===== config.mk =====
export PLATFORM = sky130hd
export DESIGN_NAME = button_event
export DESIGN_NICKNAME = d
export VERILOG_FILES = /design/src/rtl/button_event_pkg.sv /design/src/rtl/button_event_timer.sv /design/src/rtl/button_event.sv
export SDC_FILE = /design/constraint.sdc
export NUM_CORES = 1
export LEC_CHECK = 0
export ABC_AREA = 1
export CAP_MARGIN = 20
export CORE_UTILIZATION = 42
export DETAILED_ROUTE_END_ITERATION = 10
export GPL_TIMING_DRIVEN = 0
export PLACE_DENSITY = 0.56
export SLEW_MARGIN = 5
export SYNTH_ARGS = -nofsm -noshare
export SYNTH_HDL_FRONTEND = slang
export SYNTH_SLANG_ARGS = --single-unit

===== constraint.sdc =====
create_clock -name clk -period 5.69 [get_ports clk]
set_input_delay 0.8535 -clock clk [delete_from_list [all_inputs] [get_ports clk]]
set_output_delay 0.8535 -clock clk [all_outputs]
set_load 0.1 [all_outputs]

===== src/rtl/button_event_pkg.sv =====
// -----------------------------------------------------------------------------
// button_event_pkg
// Shared types and default constants for the button event decoder.
//   state_e            : decoder FSM states (LOCKOUT is the reset state)
//   DEF_LONG_CYCLES    : long-press threshold, 0.5 s at 50 MHz
//   DEF_REPEAT_CYCLES  : auto-repeat period, 0.1 s at 50 MHz
//   DEF_CNT_W          : counter width able to hold max(long, repeat) - 1
// -----------------------------------------------------------------------------
package button_event_pkg;

   typedef enum logic [1:0] {
      ST_LOCKOUT = 2'd0,
      ST_IDLE    = 2'd1,
      ST_SHORT   = 2'd2,
      ST_LONG    = 2'd3
   } state_e;

   localparam int DEF_LONG_CYCLES   = 25_000_000;
   localparam int DEF_REPEAT_CYCLES = 5_000_000;
   localparam int DEF_CNT_W         = 25;

endpackage


===== src/rtl/button_event_timer.sv =====
// -----------------------------------------------------------------------------
// button_event_timer
// Loadable up-counter with clear, enable and terminal-match output.
// Ports:
//   clk          in   system clock
//   rst_n        in   synchronous active-low reset (count -> 0)
//   clr_i        in   count -> 0 (highest priority after reset)
//   load_i       in   count -> load_val_i
//   load_val_i   in   value loaded by load_i
//   en_i         in   count -> count + 1
//   match_val_i  in   terminal value compared against the current count
//   cnt_o        out  current count
//   match_o      out  1 when the current count equals match_val_i
// The owner guarantees clr_i is asserted at the terminal value, so the count
// never wraps.
// -----------------------------------------------------------------------------
module button_event_timer #(
   parameter int CNT_W = 25
) (
   input  logic             clk,
   input  logic             rst_n,
   input  logic             clr_i,
   input  logic             load_i,
   input  logic [CNT_W-1:0] load_val_i,
   input  logic             en_i,
   input  logic [CNT_W-1:0] match_val_i,
   output logic [CNT_W-1:0] cnt_o,
   output logic             match_o
);

   logic [CNT_W-1:0] cnt_q;
   logic [CNT_W-1:0] cnt_d;

   always_comb begin
      cnt_d = cnt_q;
      if (clr_i) begin
         cnt_d = '0;
      end else if (load_i) begin
         cnt_d = load_val_i;
      end else if (en_i) begin
         cnt_d = cnt_q + CNT_W'(1);
      end
   end

   always_ff @(posedge clk) begin
      if (!rst_n) begin
         cnt_q <= '0;
      end else begin
         cnt_q <= cnt_d;
      end
   end

   assign cnt_o   = cnt_q;
   assign match_o = (cnt_q == match_val_i);

endmodule


===== src/rtl/button_event.sv =====
// -----------------------------------------------------------------------------
// button_event
// Turns a debounced pushbutton level into single-cycle event pulses.
// Optional feature macro: BUTTON_EVENT_REPEAT_EN (auto-repeat in LONG state;
// when undefined repeat_pulse is constant 0 and the counter idles in LONG).
// Ports:
//   clk            in   system clock, rising edge
//   rst_n          in   synchronous active-low reset
//   pb_state       in   debounced level, 1 = pressed
//   press_pulse    out  one cycle on accepted press
//   click_pulse    out  one cycle on release before the long threshold
//   long_pulse     out  one cycle when the hold reaches LONG_CYCLES
//   repeat_pulse   out  one cycle every REPEAT_CYCLES after long_pulse
//   release_pulse  out  one cycle on any release after an accepted press
//   held           out  level, 1 while in SHORT or LONG
// All outputs are registered and clear to 0 in reset.
// -----------------------------------------------------------------------------
module button_event
   import button_event_pkg::*;
#(
   parameter int LONG_CYCLES   = DEF_LONG_CYCLES,
   parameter int REPEAT_CYCLES = DEF_REPEAT_CYCLES,
   parameter int CNT_W         = DEF_CNT_W
) (
   input  logic clk,
   input  logic rst_n,
   input  logic pb_state,
   output logic press_pulse,
   output logic click_pulse,
   output logic long_pulse,
   output logic repeat_pulse,
   output logic release_pulse,
   output logic held
);

   localparam logic [CNT_W-1:0] LONG_LAST   = CNT_W'(LONG_CYCLES - 1);
   localparam logic [CNT_W-1:0] REPEAT_LAST = CNT_W'(REPEAT_CYCLES - 1);

   state_e state_q, state_d;
   logic   press_q,   press_d;
   logic   click_q,   click_d;
   logic   long_q,    long_d;
   logic   release_q, release_d;
   logic   held_q,    held_d;
`ifdef BUTTON_EVENT_REPEAT_EN
   logic   repeat_q,  repeat_d;
`endif

   logic             cnt_clr;
   logic             cnt_en;
   logic             cnt_match;
   logic [CNT_W-1:0] cnt_match_val;
   logic [CNT_W-1:0] cnt_val;

   // The terminal value depends only on the current state: the long
   // threshold while in SHORT, the repeat period while in LONG.
   assign cnt_match_val = (state_q == ST_LONG) ? REPEAT_LAST : LONG_LAST;

   button_event_timer #(
      .CNT_W (CNT_W)
   ) u_timer (
      .clk         (clk),
      .rst_n       (rst_n),
      .clr_i       (cnt_clr),
      .load_i      (1'b0),
      .load_val_i  ('0),
      .en_i        (cnt_en),
      .match_val_i (cnt_match_val),
      .cnt_o       (cnt_val),
      .match_o     (cnt_match)
   );

   always_comb begin
      state_d   = state_q;
      press_d   = 1'b0;
      click_d   = 1'b0;
      long_d    = 1'b0;
      release_d = 1'b0;
`ifdef BUTTON_EVENT_REPEAT_EN
      repeat_d  = 1'b0;
`endif
      cnt_clr   = 1'b0;
      cnt_en    = 1'b0;

      case (state_q)
         // Wait for the button to be seen released after reset so a button
         // held through reset never produces a press.
         ST_LOCKOUT: begin
            if (!pb_state) begin
               state_d = ST_IDLE;
            end
         end
         ST_IDLE: begin
            if (pb_state) begin
               press_d = 1'b1;
               cnt_clr = 1'b1;
               state_d = ST_SHORT;
            end
         end
         // Release wins over the threshold match on the same edge.
         ST_SHORT: begin
            if (!pb_state) begin
               click_d   = 1'b1;
               release_d = 1'b1;
               cnt_clr   = 1'b1;
               state_d   = ST_IDLE;
            end else if (cnt_match) begin
               long_d  = 1'b1;
               cnt_clr = 1'b1;
               state_d = ST_LONG;
            end else begin
               cnt_en = 1'b1;
            end
         end
         ST_LONG: begin
            if (!pb_state) begin
               release_d = 1'b1;
               cnt_clr   = 1'b1;
               state_d   = ST_IDLE;
            end else begin
`ifdef BUTTON_EVENT_REPEAT_EN
               if (cnt_match) begin
                  repeat_d = 1'b1;
                  cnt_clr  = 1'b1;
               end else begin
                  cnt_en = 1'b1;
               end
`endif
            end
         end
         default: begin
            state_d = ST_LOCKOUT;
         end
      endcase

      held_d = (state_d == ST_SHORT) || (state_d == ST_LONG);
   end

   always_ff @(posedge clk) begin
      if (!rst_n) begin
         state_q   <= ST_LOCKOUT;
         press_q   <= 1'b0;
         click_q   <= 1'b0;
         long_q    <= 1'b0;
         release_q <= 1'b0;
         held_q    <= 1'b0;
      end else begin
         state_q   <= state_d;
         press_q   <= press_d;
         click_q   <= click_d;
         long_q    <= long_d;
         release_q <= release_d;
         held_q    <= held_d;
      end
   end

`ifdef BUTTON_EVENT_REPEAT_EN
   always_ff @(posedge clk) begin
      if (!rst_n) begin
         repeat_q <= 1'b0;
      end else begin
         repeat_q <= repeat_d;
      end
   end
   assign repeat_pulse = repeat_q;
`else
   assign repeat_pulse = 1'b0;
`endif

   assign press_pulse   = press_q;
   assign click_pulse   = click_q;
   assign long_pulse    = long_q;
   assign release_pulse = release_q;
   assign held          = held_q;

   // The count is only observed through the match output.
   logic unused_cnt;
   assign unused_cnt = ^cnt_val;

endmodule

==> impl_metrics.yaml, run 1 <==
critical_path:
  cp.buffers_inverters: 1
  path_max_fanout: 5
  crit_family: "buffers and inverters"
  critical_path.max_stage_delay_ps: 1150
  critPathSlowestCell: "clkdlybuf4s50_1"
  crit_chain: "clkdlybuf4s50_1"
  worstPathRequired_ps: 4840
  crit_arrival_ps: 1840
  cp.depth: 1
  critPathLaunchType: "register"
  end_kind: "output port"
  reg2reg_depth: 10
  crit_type: "register to output port"
timing:
  worst_pin_slew_ps: 962
  finalCriticalPeriod_ps: 2690
  final_hold_viol_count: 0
  setup_ws_ps: 3000
  whs_ps: 561
  fin_crit_sh: 0.473
  maxSlewHeadroom: 0.357
  finalSetupTns_ps: 0
  maxSlewViolCount: 0
  grt_setup_unrepaired: "false"
  fmax_mhz: 372
  clock_skew_ps: 6.54
  setup_viol: 0
finish:
  nets: 437
  drive_above_1_share: 0.0631
  areaGrowthSynthToFinish_pct: 10.0
  antenna_cells: 0
clock_network:
  cts_tree: "yes"
  holdBufCountCts: 0
  clkSlewWorstSetupHoldPaths_ps: 70
  numCtsBuffers: 5
  clock_latency_ps: 290
  clock-sinks: 31
  cts_buffer_depth: 2
  post_cts_buffers: 0
  cts-root-buf: "clkbuf_8"
  cts_resized: 0
  htree_levels: 2
outcome:
  status: "finished, final reports clean"
yosys:
  synthArstFlopShare: 0
  synthFlopType: "dfxtp_1"
  yosysWarnings: 0
  netlist_area_um2: 2350
  synth_fp_nets: 424
  synth_cells: 415
  yosysSeqAreaShare: 0.264
  yosysUniqueCellTypes: 27
  yosys.area.top_type: "dfxtp_1"
  yosys_register_bits: 31
  synth.avg_cell_area_um2: 5.67
  synth_top_area_frac: 0.264
  synth_area_leaders: "dfxtp_1, nand2_1, nor2_1"
  synth_edf_count: 0
floorplanning:
  rows: 26
  die_area_um2: 5900
  ios: 9
  die_x_um: 76.8
  start_util: 0.449
  die_h_um: 76.8
  core_um2: 5240
pwr:
  power_frac_clock: 0.397
  power_density_nw_per_um2: 174
  p_sw_uw: 121
  combPwrFrac: 0.108
  power_leakage_uw: 0.00107
  internal-power_uw: 328
  pwr-share-seq: 0.494
  irDropWorstVdd_uv: 96.6
  swShare: 0.270
drt:
  final_antenna_net_count: 0
  vias: 2384
  wirelength_um: 6140
  wl_met2_um: 2580
  drc: 0
  met3_length_um: 322
  vias_per_cell: 4.79
  drt_iter0_drc: 202
  top_layer_used: "met4"
  wl_met1_um: 3160
  drtPass1Iterations: 5
  routedWlPerCell_um: 12.3
place:
  dp_slack_ps: 3310
  io_buffers: 6
  dp_hpwl_um: 4660
  gp_congestion: 0.883
run:
  drv_cap: 0
hold_path:
  hp-class: "register to register"
  hold_depth: 4
global_route:
  globalRouteOverflowTotal: 0
  grt_pass1_vias: 2213
  track_usage: 0.231
  grt_max_degree: 11
  grt_pass1_wl_um: 10700
  antenna_found_initial: 0
logic make-up after synthesis:
| logic type | after synthesis | share of synthesized area |
|---|---|---|
| AND/OR/NAND/NOR | 275 | 0.494 |
| other | 1 | 0.00160 |
| flip-flops | 31 | 0.264 |
| AO/OA/AOI/OAI | 21 | 0.0452 |
| adder cells (fa/ha/maj) | 6 | 0.0319 |
| XOR/XNOR | 7 | 0.0261 |
| buffers and inverters | 74 | 0.137 |
cell usage in the layout, fill, tap and decap left out, types with 3 or more instances in the layout:
cell	synthesis	routed
nor2_4	3	3
nor2_1	83	83
a21oi_1	13	13
inv_1	62	62
clkbuf_8	0	6
xor2_1	5	5
dfxtp_1	31	31
nand2_2	3	3
buf_6	3	3
ha_1	6	6
nand4_1	6	6
nor3_1	3	3
nand2_1	135	135
o21ai_0	7	7
clkdlybuf4s50_1	0	6
nand3_1	37	37
path summary, 6_finish.rpt:
| check | startpoint | end | slack (ps) |
|---|---|---|---|
| max | held | held | 3000 |
| min | u_timer.cnt_o[1] | u_timer.cnt_o[1] | 560 |
| max reg2reg | u_timer.cnt_o[0] | u_timer.cnt_o[16] | 3430 |
| min reg2reg | u_timer.cnt_o[1] | u_timer.cnt_o[1] | 560 |
final cells by class:
class                   count  area, um^2
fillers                   570        2650
multi-input cells         310        1410
flip-flops and latches     31         621
inverters                  64         240
well taps                  70        87.6
clock buffers               6        82.6
plain buffers              10        81.3
repair buffers              6        60.1
clock inverters             1        5.00
power groups by stage:
stage / logic (uW) / registers [uW] / clock network (uW)
floorplan: 29.2 / 235 / 0
global placement: 49.0 / 227 / 0
detailed placement: 48.7 / 227 / 0
CTS: 48.8 / 222 / 186
global route: 53.6 / 222 / 194
finish: 48.6 / 222 / 179
routing by layer:
| layer | vias to the layer above | global-route usage |
|---|---|---|
| met2 | 55 | 0.363 |
| met5 | - | 0 |
| met4 | 0 | 0.0577 |
| li1 | 1275 | - |
| met1 | 1044 | 0.325 |
| met3 | 10 | 0.0393 |
registers in the layout, summed over array words and instances, names as in the netlist:
register and flops:
release_pulse 1, press_pulse 1, u_timer.cnt_o 25, held 1
long_pulse 1, click_pulse 1, state_q 1
Yosys cell counts, types with 5 or more instances:
| cell | n |
|---|---|
| nand3_1 | 37 |
| inv_1 | 62 |
| nand2_1 | 135 |
| a21oi_1 | 13 |
| o21ai_0 | 7 |
| xor2_1 | 5 |
| nand4_1 | 6 |
| nor2_1 | 83 |
| dfxtp_1 | 31 |
| ha_1 | 6 |
per-stage QoR:
step / instance area (um^2) / util / instances / total power, uW
final: 2590 / 0.494 / 498 / 449
after global routing: 2590 / 0.494 / 498 / 470
after CTS: 2590 / 0.494 / 498 / 456
after detailed placement: 2500 / 0.477 / 491 / 276
after global placement: 2500 / 0.477 / 491 / 276
after floorplan: 2350 / - / 415 / 264
(Power assumes the default switching activity.)
==> run 2: changes to the inputs <==
PLACE_DENSITY = 0.58   (was 0.56)
clock period = 2.19 ns   (was 5.69 ns; I/O delays follow)
==> impl_metrics.yaml, run 2 (same netlist as run 1, synthesis figures left out) <==
critical_path:
  crit_type: "register to output port"
  reg2reg_depth: 11
  critical_path.max_stage_delay_ps: 1140
  path_max_fanout: 5
  cp.buffers_inverters: 1
  worstPathRequired_ps: 1860
  crit_family: "buffers and inverters"
  crit_arrival_ps: 1790
  critPathSlowestCell: "clkdlybuf4s50_1"
  reg2reg_slack_ps: 210
  end_kind: "output port"
  rr_startpoint: "u_timer.cnt_o[1]"
  rr_endpoint: "u_timer.cnt_o[22]"
  crit_chain: "clkdlybuf4s50_1"
  critPathLaunchType: "register"
drt:
  drtPass1Iterations: 5
  wirelength_um: 5980
  drc: 0
  vias_per_cell: 4.77
  final_antenna_net_count: 0
  routedWlPerCell_um: 11.9
  vias: 2392
  drt_iter0_drc: 118
pwr:
  power_density_nw_per_um2: 448
  internal-power_uw: 854
  swShare: 0.276
  combPwrFrac: 0.107
  pwr-share-seq: 0.490
  p_sw_uw: 325
  irDropWorstVdd_uv: 259
  power_frac_clock: 0.403
  power_leakage_uw: 0.00108
hold_path:
  whs_endpoint: "click_pulse"
  hp-class: "input port to register"
  worstHoldStart: "pb_state"
  hold_depth: 2
floorplanning:
  rows: 26
  die_h_um: 76.8
  core_um2: 5240
  start_util: 0.449
  ios: 9
  die_area_um2: 5900
  die_x_um: 76.8
outcome:
  status: "finished, final reports clean"
timing:
  setup_viol: 0
  final_hold_viol_count: 0
  fmax_mhz: 473
  clock_skew_ps: 5.94
  worst_pin_slew_ps: 963
  maxSlewViolCount: 0
  maxSlewHeadroom: 0.356
  finalCriticalPeriod_ps: 2110
  finalSetupTns_ps: 0
  grt_setup_unrepaired: "false"
  fin_crit_sh: 0.965
global_route:
  antenna_found_initial: 0
  grt_util_met2: 0.330
  grt_max_degree: 11
  grt_util_met1: 0.301
  grt_use_met3: 0.0619
  globalRouteOverflowTotal: 0
  busiest_layer: "met2"
  grt_pass1_vias: 2117
  track_usage: 0.220
  grt_pass1_wl_um: 10200
clock_network:
  holdBufCountCts: 0
  cts_tree: "yes"
  clkSlewWorstSetupHoldPaths_ps: 70
  clock_latency_ps: 290
  cts_buffer_depth: 2
  cts-root-buf: "clkbuf_8"
  numCtsBuffers: 5
  clock-sinks: 31
  htree_levels: 2
finish:
  largest_register_ffs: 25
  final_common_cell: "nand2_1"
  areaGrowthSynthToFinish_pct: 11.9
  nets: 440
  fin_util: 0.502
  drive_above_1_share: 0.0812
  antenna_cells: 0
  layout_common_cells: "nand2_1, nor2_1, inv_1, nand3_1, dfxtp_1"
place:
  gp_congestion: 0.897
  io_buffers: 6
  dp_hpwl_um: 4580
run:
  drv_cap: 0
-- run 2: cell types whose count changed in the layout (fill, tap and decap cells not counted), sizes merged --
| cell | delta |
|---|---|
| clkinvlp | +1 |
| clkinv | -1 |
| buf | +3 |
-- run 2: routing by layer --
metal	share of wire	vias to the layer above
met5	0	-
met4	0.013	0
met3	0.064	9
met2	0.42	72
met1	0.50	1022
li1	-	1289
-- run 2: layout make-up --
cell class / instances / area [um^2]
fill: 584 / 2610
tap: 70 / 87.6
multi-input combinational: 310 / 1420
inverter: 64 / 244
clock inverter: 1 / 5.00
clock buffer: 6 / 82.6
timing repair buffer: 9 / 82.6
buffer: 10 / 81.3
sequential: 31 / 623
-- run 2: repair_timing --
action,in CTS,in global routing
pin swaps,0,1
endpoints found under the setup margin,10,25
buffers inserted,0,3
resized for setup,1,4
-- run 2: worst max-delay path by stage --
| stage | from | endpoint | slack [ps] | cells after the start |
|---|---|---|---|---|
| after global placement | u_timer.cnt_o[0] | u_timer.cnt_o[23] | -40 | 11 |
| final | held | held | 80 | 1 |
| after global routing | held | held | 20 | 1 |
| after floorplan | held | u_timer.cnt_o[3] | 310 | 12 |
| after CTS | u_timer.cnt_o[0] | u_timer.cnt_o[22] | 10 | 11 |
| after detailed placement | u_timer.cnt_o[0] | u_timer.cnt_o[22] | -40 | 11 |
-- run 2: power by group through the flow --
stage               clock network (uW)  registers, uW  logic, uW
CTS                                478            577        126
global placement                     0            590        127
finish                             475            578        126
global route                       500            579        141
detailed placement                   0            590        126
floorplan                            0            611       75.9
-- run 2: through the flow --
step	hold WS, ps	cell area, um^2	cells	power [uW]	setup slack (ps)
global placement	548	2500	491	717	-41.6
detailed placement	557	2500	491	716	-42.1
floorplan	444	2350	415	687	311
finish	316	2630	501	1180	76.0
CTS	321	2590	498	1180	12.2
global route	324	2630	501	1220	24.7
